## src/rtl/bus_seq_pkg.sv

```systemverilog
// Shared types and helpers for the bus sequencing controller.
package bus_seq_pkg;

    localparam int unsigned MAX_REGS  = 8;
    localparam int unsigned MAX_SEL_W = 3;

    typedef enum logic [1:0] {
        IDLE,
        DRIVE,
        LOAD,
        DONE
    } state_t;

    // One-hot decode at the widest supported size; callers truncate to NUM_REGS.
    function automatic logic [MAX_REGS-1:0] sel_decode(input logic [MAX_SEL_W-1:0] sel);
        logic [MAX_REGS-1:0] dec;
        dec      = '0;
        dec[sel] = 1'b1;
        return dec;
    endfunction

endpackage

```

## src/rtl/bus_seq_ctrl.sv

```systemverilog
// Register-to-register bus transfer sequencer (IDLE -> DRIVE -> LOAD -> DONE).
// Optional completed-transfer counter enabled by `define BUS_SEQ_XFER_CNT_EN.
module bus_seq_ctrl
    import bus_seq_pkg::*;
#(
    parameter int unsigned NUM_REGS = 4,
    parameter int unsigned SEL_W    = 2
) (
    input  logic                clk,
    input  logic                rst,
    input  logic                hlt,
    input  logic                cmd_valid,
    output logic                cmd_ready,
    input  logic [SEL_W-1:0]    cmd_src,
    input  logic [SEL_W-1:0]    cmd_dst,
    output logic [NUM_REGS-1:0] reg_enable,
    output logic [NUM_REGS-1:0] reg_load,
    output logic                busy,
    output logic                done,
    output logic                err
`ifdef BUS_SEQ_XFER_CNT_EN
    ,
    output logic [7:0]          xfer_cnt
`endif
);

    localparam logic [SEL_W:0] REG_LIMIT = (SEL_W + 1)'(NUM_REGS);

    state_t              state_q, state_d;
    logic [SEL_W-1:0]    src_q, src_d;
    logic [SEL_W-1:0]    dst_q, dst_d;
    logic [NUM_REGS-1:0] enable_d, load_d;
    logic                busy_d, done_d, err_d;
    logic                cmd_ok;

    // Ready is gated by hlt/rst directly so a halt blocks the handshake in the same cycle.
    assign cmd_ready = (state_q == IDLE) && !hlt && !rst;

    assign cmd_ok = (cmd_src != cmd_dst)
                 && ({1'b0, cmd_src} < REG_LIMIT)
                 && ({1'b0, cmd_dst} < REG_LIMIT);

    always_comb begin
        state_d  = state_q;
        src_d    = src_q;
        dst_d    = dst_q;
        enable_d = '0;
        load_d   = '0;
        done_d   = 1'b0;
        err_d    = 1'b0;

        case (state_q)
            IDLE: begin
                if (cmd_valid && cmd_ready) begin
                    if (cmd_ok) begin
                        src_d   = cmd_src;
                        dst_d   = cmd_dst;
                        state_d = DRIVE;
                    end else begin
                        err_d = 1'b1;
                    end
                end
            end
            DRIVE:   state_d = LOAD;
            LOAD:    state_d = DONE;
            DONE:    state_d = IDLE;
            default: state_d = IDLE;
        endcase

        // Outputs are decoded from the next state so they leave the flops aligned with it.
        case (state_d)
            DRIVE: enable_d = NUM_REGS'(sel_decode(MAX_SEL_W'(src_d)));
            LOAD: begin
                enable_d = NUM_REGS'(sel_decode(MAX_SEL_W'(src_d)));
                load_d   = NUM_REGS'(sel_decode(MAX_SEL_W'(dst_d)));
            end
            DONE:    done_d = 1'b1;
            default: ;
        endcase

        busy_d = (state_d != IDLE);
    end

    always_ff @(posedge clk) begin
        if (rst) begin
            state_q    <= IDLE;
            src_q      <= '0;
            dst_q      <= '0;
            reg_enable <= '0;
            reg_load   <= '0;
            busy       <= 1'b0;
            done       <= 1'b0;
            err        <= 1'b0;
        end else if (!hlt) begin
            state_q    <= state_d;
            src_q      <= src_d;
            dst_q      <= dst_d;
            reg_enable <= enable_d;
            reg_load   <= load_d;
            busy       <= busy_d;
            done       <= done_d;
            err        <= err_d;
        end
    end

`ifdef BUS_SEQ_XFER_CNT_EN
    always_ff @(posedge clk) begin
        if (rst) begin
            xfer_cnt <= '0;
        end else if (!hlt && done_d) begin
            xfer_cnt <= xfer_cnt + 8'd1;
        end
    end
`endif

endmodule

```

## config.mk

```make
export PLATFORM = sky130hd
export DESIGN_NAME = bus_seq_ctrl
export DESIGN_NICKNAME = d
export VERILOG_FILES = /design/src/rtl/bus_seq_pkg.sv /design/src/rtl/bus_seq_ctrl.sv
export SDC_FILE = /design/constraint.sdc
export NUM_CORES = 1
export LEC_CHECK = 0
export CORE_MARGIN = 3
export CORE_UTILIZATION = 35
export DETAILED_ROUTE_END_ITERATION = 8
export GPL_TIMING_DRIVEN = 1
export HOLD_SLACK_MARGIN = 0.15
export PLACE_DENSITY = 0.6
export SYNTH_ARGS = -nofsm -noshare
export SYNTH_HDL_FRONTEND = slang
export SYNTH_SLANG_ARGS = --single-unit
export TNS_END_PERCENT = 10
```

## constraint.sdc

```tcl
create_clock -name clk -period 2.6 [get_ports clk]
set_input_delay 0.78 -clock clk [delete_from_list [all_inputs] [get_ports clk]]
set_output_delay 0.78 -clock clk [all_outputs]
set_load 0.03 [all_outputs]
```

==> flow_metrics.env <==
export IMPL_layout_common_cells="dfxtp_1 (17), nor2_1 (13), clkdlybuf4s50_1 (11)"
export IMPL_cp_slowest_cell="or4b_1"
export IMPL_slew_viol_final=0
export IMPL_finalHoldViolCount=0
export IMPL_totalWireLength_um=1950
export IMPL_place_gp_congestion=0.771
export IMPL_fin_area_mm2=0.00119
export IMPL_rsz0062_at_grt="false"
export IMPL_drtIter0Drc=12
export IMPL_core_mm2=0.00230
export IMPL_vias=800
export IMPL_ctsRootBufferMaster="clkbuf_4"
export IMPL_cp_start_kind="flop"
export IMPL_r2r_start="state_q[0]"
export IMPL_clk_pin_slew_worst_paths_ns=0.11
export IMPL_critPathKind="reg2reg"
export IMPL_ios=20
export IMPL_min_period_over_period=0.897
export IMPL_synth_seq_area_share=0.390
export IMPL_drt_pass1_iter_count=5
export IMPL_pre_cts_slack_ns=-0.290
export IMPL_initial_core_util=0.380
export IMPL_synthCells=98
export IMPL_avgSynthCellArea_um2=8.91
export IMPL_max_vdd_ir_drop_mv=0.248
export IMPL_placed_cell_area_mm2=0.00112
export IMPL_synth_seq_cells=17
export IMPL_final_common_cell="dfxtp_1"
export IMPL_rr_worst_depth=10
export IMPL_use_met2=0.216
export IMPL_whs_path_depth=2
export IMPL_crit_top_cell="ha_1"
export IMPL_first_global_vias=790
export IMPL_reg2reg_to="reg_enable[1]"
export IMPL_whs_endpoint="reg_load[1]"
export IMPL_rows=17
export IMPL_fill_cells=211
export IMPL_drive_gt1_frac=0.137
export IMPL_min_delay_path_class="reg2reg"
export IMPL_fp_dieW_um=56.0
export IMPL_fin_nets=138
export IMPL_fin_ws_ns=0.268
export IMPL_cts_buffer_depth=2
export IMPL_clk_latency_ns=0.30
export IMPL_drtAntennaViolNets=0
export IMPL_port_buffers=19
export IMPL_p_per_area_mw_per_mm2=452
export IMPL_yosysWarnings=0
export IMPL_outcome="finished, final reports clean"
export IMPL_wl_per_cell_um=12.9
export IMPL_grt_use_met1=0.165
export IMPL_grt_start_max_net_pins=22
export IMPL_grt_use_total=0.135
export IMPL_netlist_area_um2=873
export IMPL_overflow=0
export IMPL_htree_levels=1
export IMPL_max_freq_ghz=0.429
export IMPL_crit_fanout=5
export IMPL_finClkSkew_ns=0.00933
export IMPL_diodes=0
export IMPL_p_leak_uw=0.000517
export IMPL_arrival_ns=2.56
export IMPL_setup_violations=0
export IMPL_grt_most_used_layer="met2"
export IMPL_cts_inserted_buffers=3
export IMPL_synth_cell_type_count=28
export IMPL_synth_nets=111
export IMPL_grt_pass1_wl_um=3350
export IMPL_drc=0
export IMPL_hp_start="reg_load[1]"
export IMPL_met3_usage=0.0278
export IMPL_grt_antenna_before_repair=0
export IMPL_cp_required_ns=2.83
export IMPL_die_area_mm2=0.00313
export IMPL_crit_chain="inv_1 -> ha_1 -> and4bb_1 -> o21ai_2 -> nand2_1 -> o22ai_1 -> ha_1 -> nand2b_1 -> or4b_1 -> a31oi_1"
export IMPL_dieHeight_um=56.0
export IMPL_finalSetupTns_ns=0
export IMPL_tritoncts_num_sinks=17
export IMPL_cts_tree="built"
export IMPL_slowest_delay_ns=0.55
export IMPL_area_delta_synth_final_pct=36.0
export IMPL_cap_viol_max_count=0
export IMPL_tightest_slew_ns=0.303
export IMPL_slew_headroom=0.795
export IMPL_end_kind="flop"
export IMPL_via_per_inst=5.26
export IMPL_detailedPlacementHpwl_um=1420
export IMPL_regToRegSetupSlack_ns=0.27
export IMPL_fin_crit_ns=2.33
==> area by class of cell <==
class / instances / area [µm²] / area share
repair buffers: 27 / 265 / 0.223
inverters: 4 / 15.0 / 0.0126
well taps: 28 / 35.0 / 0.0295
flip-flops and latches: 17 / 340 / 0.287
clock inverters: 1 / 5.00 / 0.00421
clock buffers: 3 / 22.5 / 0.0190
multi-input cells: 72 / 504 / 0.425
==> stage by stage <==
| stage | power, µW | instances | utilization | hold WS [ns] |
|---|---|---|---|---|
| 2_1_floorplan | 351 | 98 | - | 0.479 |
| 3_3_place_gp | 396 | 148 | 0.489 | 0.457 |
| 3_5_place_dp | 397 | 148 | 0.489 | 0.463 |
| 4_1_cts | 543 | 152 | 0.503 | 0.482 |
| 5_1_grt | 560 | 152 | 0.517 | 0.513 |
| 6_report | 536 | 152 | 0.517 | 0.482 |
==> routing by layer <==
| layer | up-vias | wire (µm) |
|---|---|---|
| li1 | 403 | - |
| met5 | - | 0 |
| met1 | 361 | 876 |
| met2 | 30 | 912 |
| met4 | 0 | 53 |
| met3 | 6 | 111 |
==> cell usage after synthesis <==
library cell	number	area share
inv_1	4	0.017
xor2_1	2	0.020
nand3_1	5	0.029
nand2b_1	2	0.014
a21oi_1	2	0.011
and4bb_1	1	0.014
a221o_1	1	0.011
a22oi_1	1	0.0086
dfxtp_1	17	0.39
nor2_1	13	0.056
or4b_1	1	0.011
clkbuf_1	3	0.013
o31ai_1	1	0.0086
nor3b_1	3	0.026
nor4bb_1	1	0.011
a31oi_1	5	0.036
nand2_1	9	0.039
nand3b_1	2	0.017
nand4b_1	1	0.010
or4_1	3	0.026
o21ai_2	1	0.010
nand4_1	1	0.0072
ha_1	5	0.072
o211ai_1	3	0.026
o22ai_1	1	0.0072
mux2i_1	6	0.069
buf_6	2	0.026
nor2b_1	2	0.014
==> timing repair <==
action	CTS	global route
pin swaps	0	6
setup endpoints to repair	1	5
gates resized for setup	1	9
setup buffers	0	0
hold buffers	0	0
gates cloned	0	0
==> sequential cells by signal, indices dropped and copies added (netlist names) <==
register,flops
reg_enable,4
err,1
reg_load,4
src_q,2
done,1
state_q,2
dst_q,2
busy,1
==> power by group <==
| group | switching [µW] | total [µW] | internal [µW] |
|---|---|---|---|
| clock | 86.0 | 143 | 57.3 |
| sequential | 5.85 | 275 | 269 |
| combinational | 64.8 | 118 | 53.2 |
| total | 157 | 536 | 380 |
==> critical path: cells and delay by family, from the launching register on <==
| family | cells | cell delay (ns) |
|---|---|---|
| AO/OA/AOI/OAI | 3 | 0.33 |
| AND/OR/NAND/NOR | 4 | 0.95 |
| flip-flops | 1 | 0.34 |
| adder cells (fa/ha/maj) | 2 | 0.49 |
| buffers and inverters | 1 | 0.16 |
==> how the worst max path moves through the flow <==
stage,from,endpoint,slack [ns],depth (start not counted)
final,state_q[0],reg_enable[1],0.27,10
after global routing,state_q[0],reg_enable[1],0.13,10
after CTS,hlt,cmd_ready,0.02,4
after detailed placement,cmd_dst[1],reg_enable[1],-0.29,9
after global placement,cmd_dst[1],reg_enable[1],-0.25,9
after floorplan,rst,reg_enable[1],-0.06,11
==> logic make-up after synthesis <==
logic type               Yosys count  share of synthesized area
AO/OA/AOI/OAI                     15                      0.119
flip-flops                        17                      0.390
AND/OR/NAND/NOR                   44                      0.275
buffers and inverters              9                     0.0559
multiplexers                       6                     0.0688
XOR/XNOR                           2                     0.0201
adder cells (fa/ha/maj)            5                     0.0716
Power figures use the tool's default switching activity.
==> variant (config.mk and constraints unchanged) <==
The option `BUS_SEQ_XFER_CNT_EN` is turned on by a define.
--- a/src/rtl/bus_seq_ctrl.sv
+++ b/src/rtl/bus_seq_ctrl.sv
@@ -1,4 +1,6 @@
 // Register-to-register bus transfer sequencer (IDLE -> DRIVE -> LOAD -> DONE).
 // Optional completed-transfer counter enabled by `define BUS_SEQ_XFER_CNT_EN.
+`define BUS_SEQ_XFER_CNT_EN
+
 module bus_seq_ctrl
     import bus_seq_pkg::*;
Function (old outputs only; new: xfer_cnt): kept (Yosys induction, for registers that start in step).
==> variant against the unedited design <==
Sequential power grew 45%; synthesized cell count grew 35%; sequential cell count grew 8; routed wire length grew 32%; non-clock buffer count grew 10; fmax shrank 7.7%; final area grew 37%; power grew 30%; sequential share of layout area grew 2.1 points; count of clock-buffer cells in the layout is the same; area after synthesis grew 38%; worst setup slack lost 0.19 ns; largest power group unchanged; highest routed layer unchanged.
==> variant: results (changes against the unedited design) <==
----------------------------------------------------
[Outcome]
  Run status ... finished clean (unchanged)

[Logic synthesis]
  Flop and latch count out of synthesis ... 25 (was 17)
  Number of nets in the synthesized netlist ... 146 (was 111)
  List of most frequent post-synthesis cells ... sky130_fd_sc_hd__dfxtp_1, sky130_fd_sc_hd__nor2_1, sky130_fd_sc_hd__xor2_1, sky130_fd_sc_hd__mux2i_1 (was sky130_fd_sc_hd__dfxtp_1, sky130_fd_sc_hd__nor2_1, sky130_fd_sc_hd__nand2_1, sky130_fd_sc_hd__mux2i_1)
  Mux contribution to synthesized area ... 0.0583 (was 0.0688)
  Seq/Total Area, Yosys ... 0.416 (was 0.390)
  Ranking of synthesized cells by area ... sky130_fd_sc_hd__dfxtp_1, sky130_fd_sc_hd__nor2_1, sky130_fd_sc_hd__ha_1 (was sky130_fd_sc_hd__dfxtp_1, sky130_fd_sc_hd__ha_1, sky130_fd_sc_hd__mux2i_1)
  Adder-Cell Fraction of Synth Area ... 0.0624 (was 0.0716)
  Compound-Gate Fraction of Synth Area ... 0.0853 (was 0.119)

[GRT]
  All-layer global routing usage ... 0.132 (was 0.135)
  GR Util met1 ... 0.178 (was 0.165)
  Pin count of the biggest net entering global routing ... 26 (was 22)

[Worst setup path]
  Max incr delay on CP ... 0.44 ns (was 0.55 ns)
  Critical Path Slowest Stage Cell ... sky130_fd_sc_hd__clkdlybuf4s50_1 (was sky130_fd_sc_hd__or4b_1)
  Maximum fanout along the worst path ... 25 (was 5)

[Finish]
  Sequential cell area ... 500 sq um (was 340 sq um)
  Filler cells ... 321 (was 211)

[Detailed routing]
  Wire length on met3 ... 82 um (was 111 um)
  Iteration count of the initial detailed-routing pass ... 4 (was 5)
  Routed met2 length ... 1.20 mm (was 912 um)

[STA]
  Worst-case clock skew ... 0.00118 ns (was 0.00933 ns)
  Relative slew slack ... 0.727 (was 0.795)

[Power]
  Maximum vdd drop ... 0.000179 V (was 0.000248 V)
  Sw Share ... 0.274 (was 0.292)

[Placed design]
  RD Place Congestion ... 0.802 (was 0.771)
  Number of port buffers ... 27 (was 19)
  Worst setup slack before clock tree synthesis ... -0.248 ns (was -0.290 ns)

[Clocking]
  Insertion delay to the later sink of the worst-skew pair ... 0.32 ns (was 0.30 ns)
  Reg clk slew, reported paths ... 0.14 ns (was 0.11 ns)

----------------------------------------------------
==> variant: cell types whose count changed in the layout (fill, tap and decap cells not counted), sizes merged, moves of 3 or more <==
cell           change
nand2              -3
nor2               +8
dfxtp              +8
xor2               +6
a221o              +3
o211ai             -3
nor4               +4
nand4              +4
clkdlybuf4s50     +14
dlymetal6s2s       -6
==> variant: power groups by stage <==
stage / registers, mW / logic, mW / clock network [mW]
floorplan: 0.414 / 0.0583 / 0
global placement: 0.406 / 0.114 / 0
detailed placement: 0.406 / 0.115 / 0
CTS: 0.398 / 0.116 / 0.195
global route: 0.400 / 0.130 / 0.210
finish: 0.398 / 0.118 / 0.179
==> variant: kinds of logic after synthesis <==
family / count (synthesis)
simple gates: 60
flops: 25
compound gates: 14
buf+inv: 11
xor+xnor: 9
mux: 7
fa+ha+maj: 6
==> variant: per-stage QoR <==
step	total power, mW	cells	cell area, sq um	hold slack [ns]
2_1_floorplan	0.472	132	1210	0.479
3_3_place_gp	0.520	206	1570	0.459
3_5_place_dp	0.521	206	1570	0.460
4_1_cts	0.709	210	1600	0.493
5_1_grt	0.740	210	1630	0.533
6_report	0.695	210	1630	0.493
==> variant: worst paths after layout <==
path	from	end	slack, ns	cells past startpoint
max	rst	cmd_ready	0.07	4
min	reg_enable[3]$_SDFFE_PP0N_	reg_enable[3]$_SDFFE_PP0N_	0.49	2
max reg2reg	state_q[0]$_SDFFE_PP0N_	reg_enable[1]$_SDFFE_PP0N_	0.29	9
min reg2reg	reg_enable[3]$_SDFFE_PP0N_	reg_enable[3]$_SDFFE_PP0N_	0.49	2
==> variant: timing repair <==
| action | 4_1_cts | 5_1_grt |
|---|---|---|
| hold endpoints to repair | 0 | 0 |
| setup endpoints to repair | 0 | 3 |
| hold buffers | 0 | 0 |
| setup buffers | 0 | 0 |
| gates resized for setup | 0 | 5 |
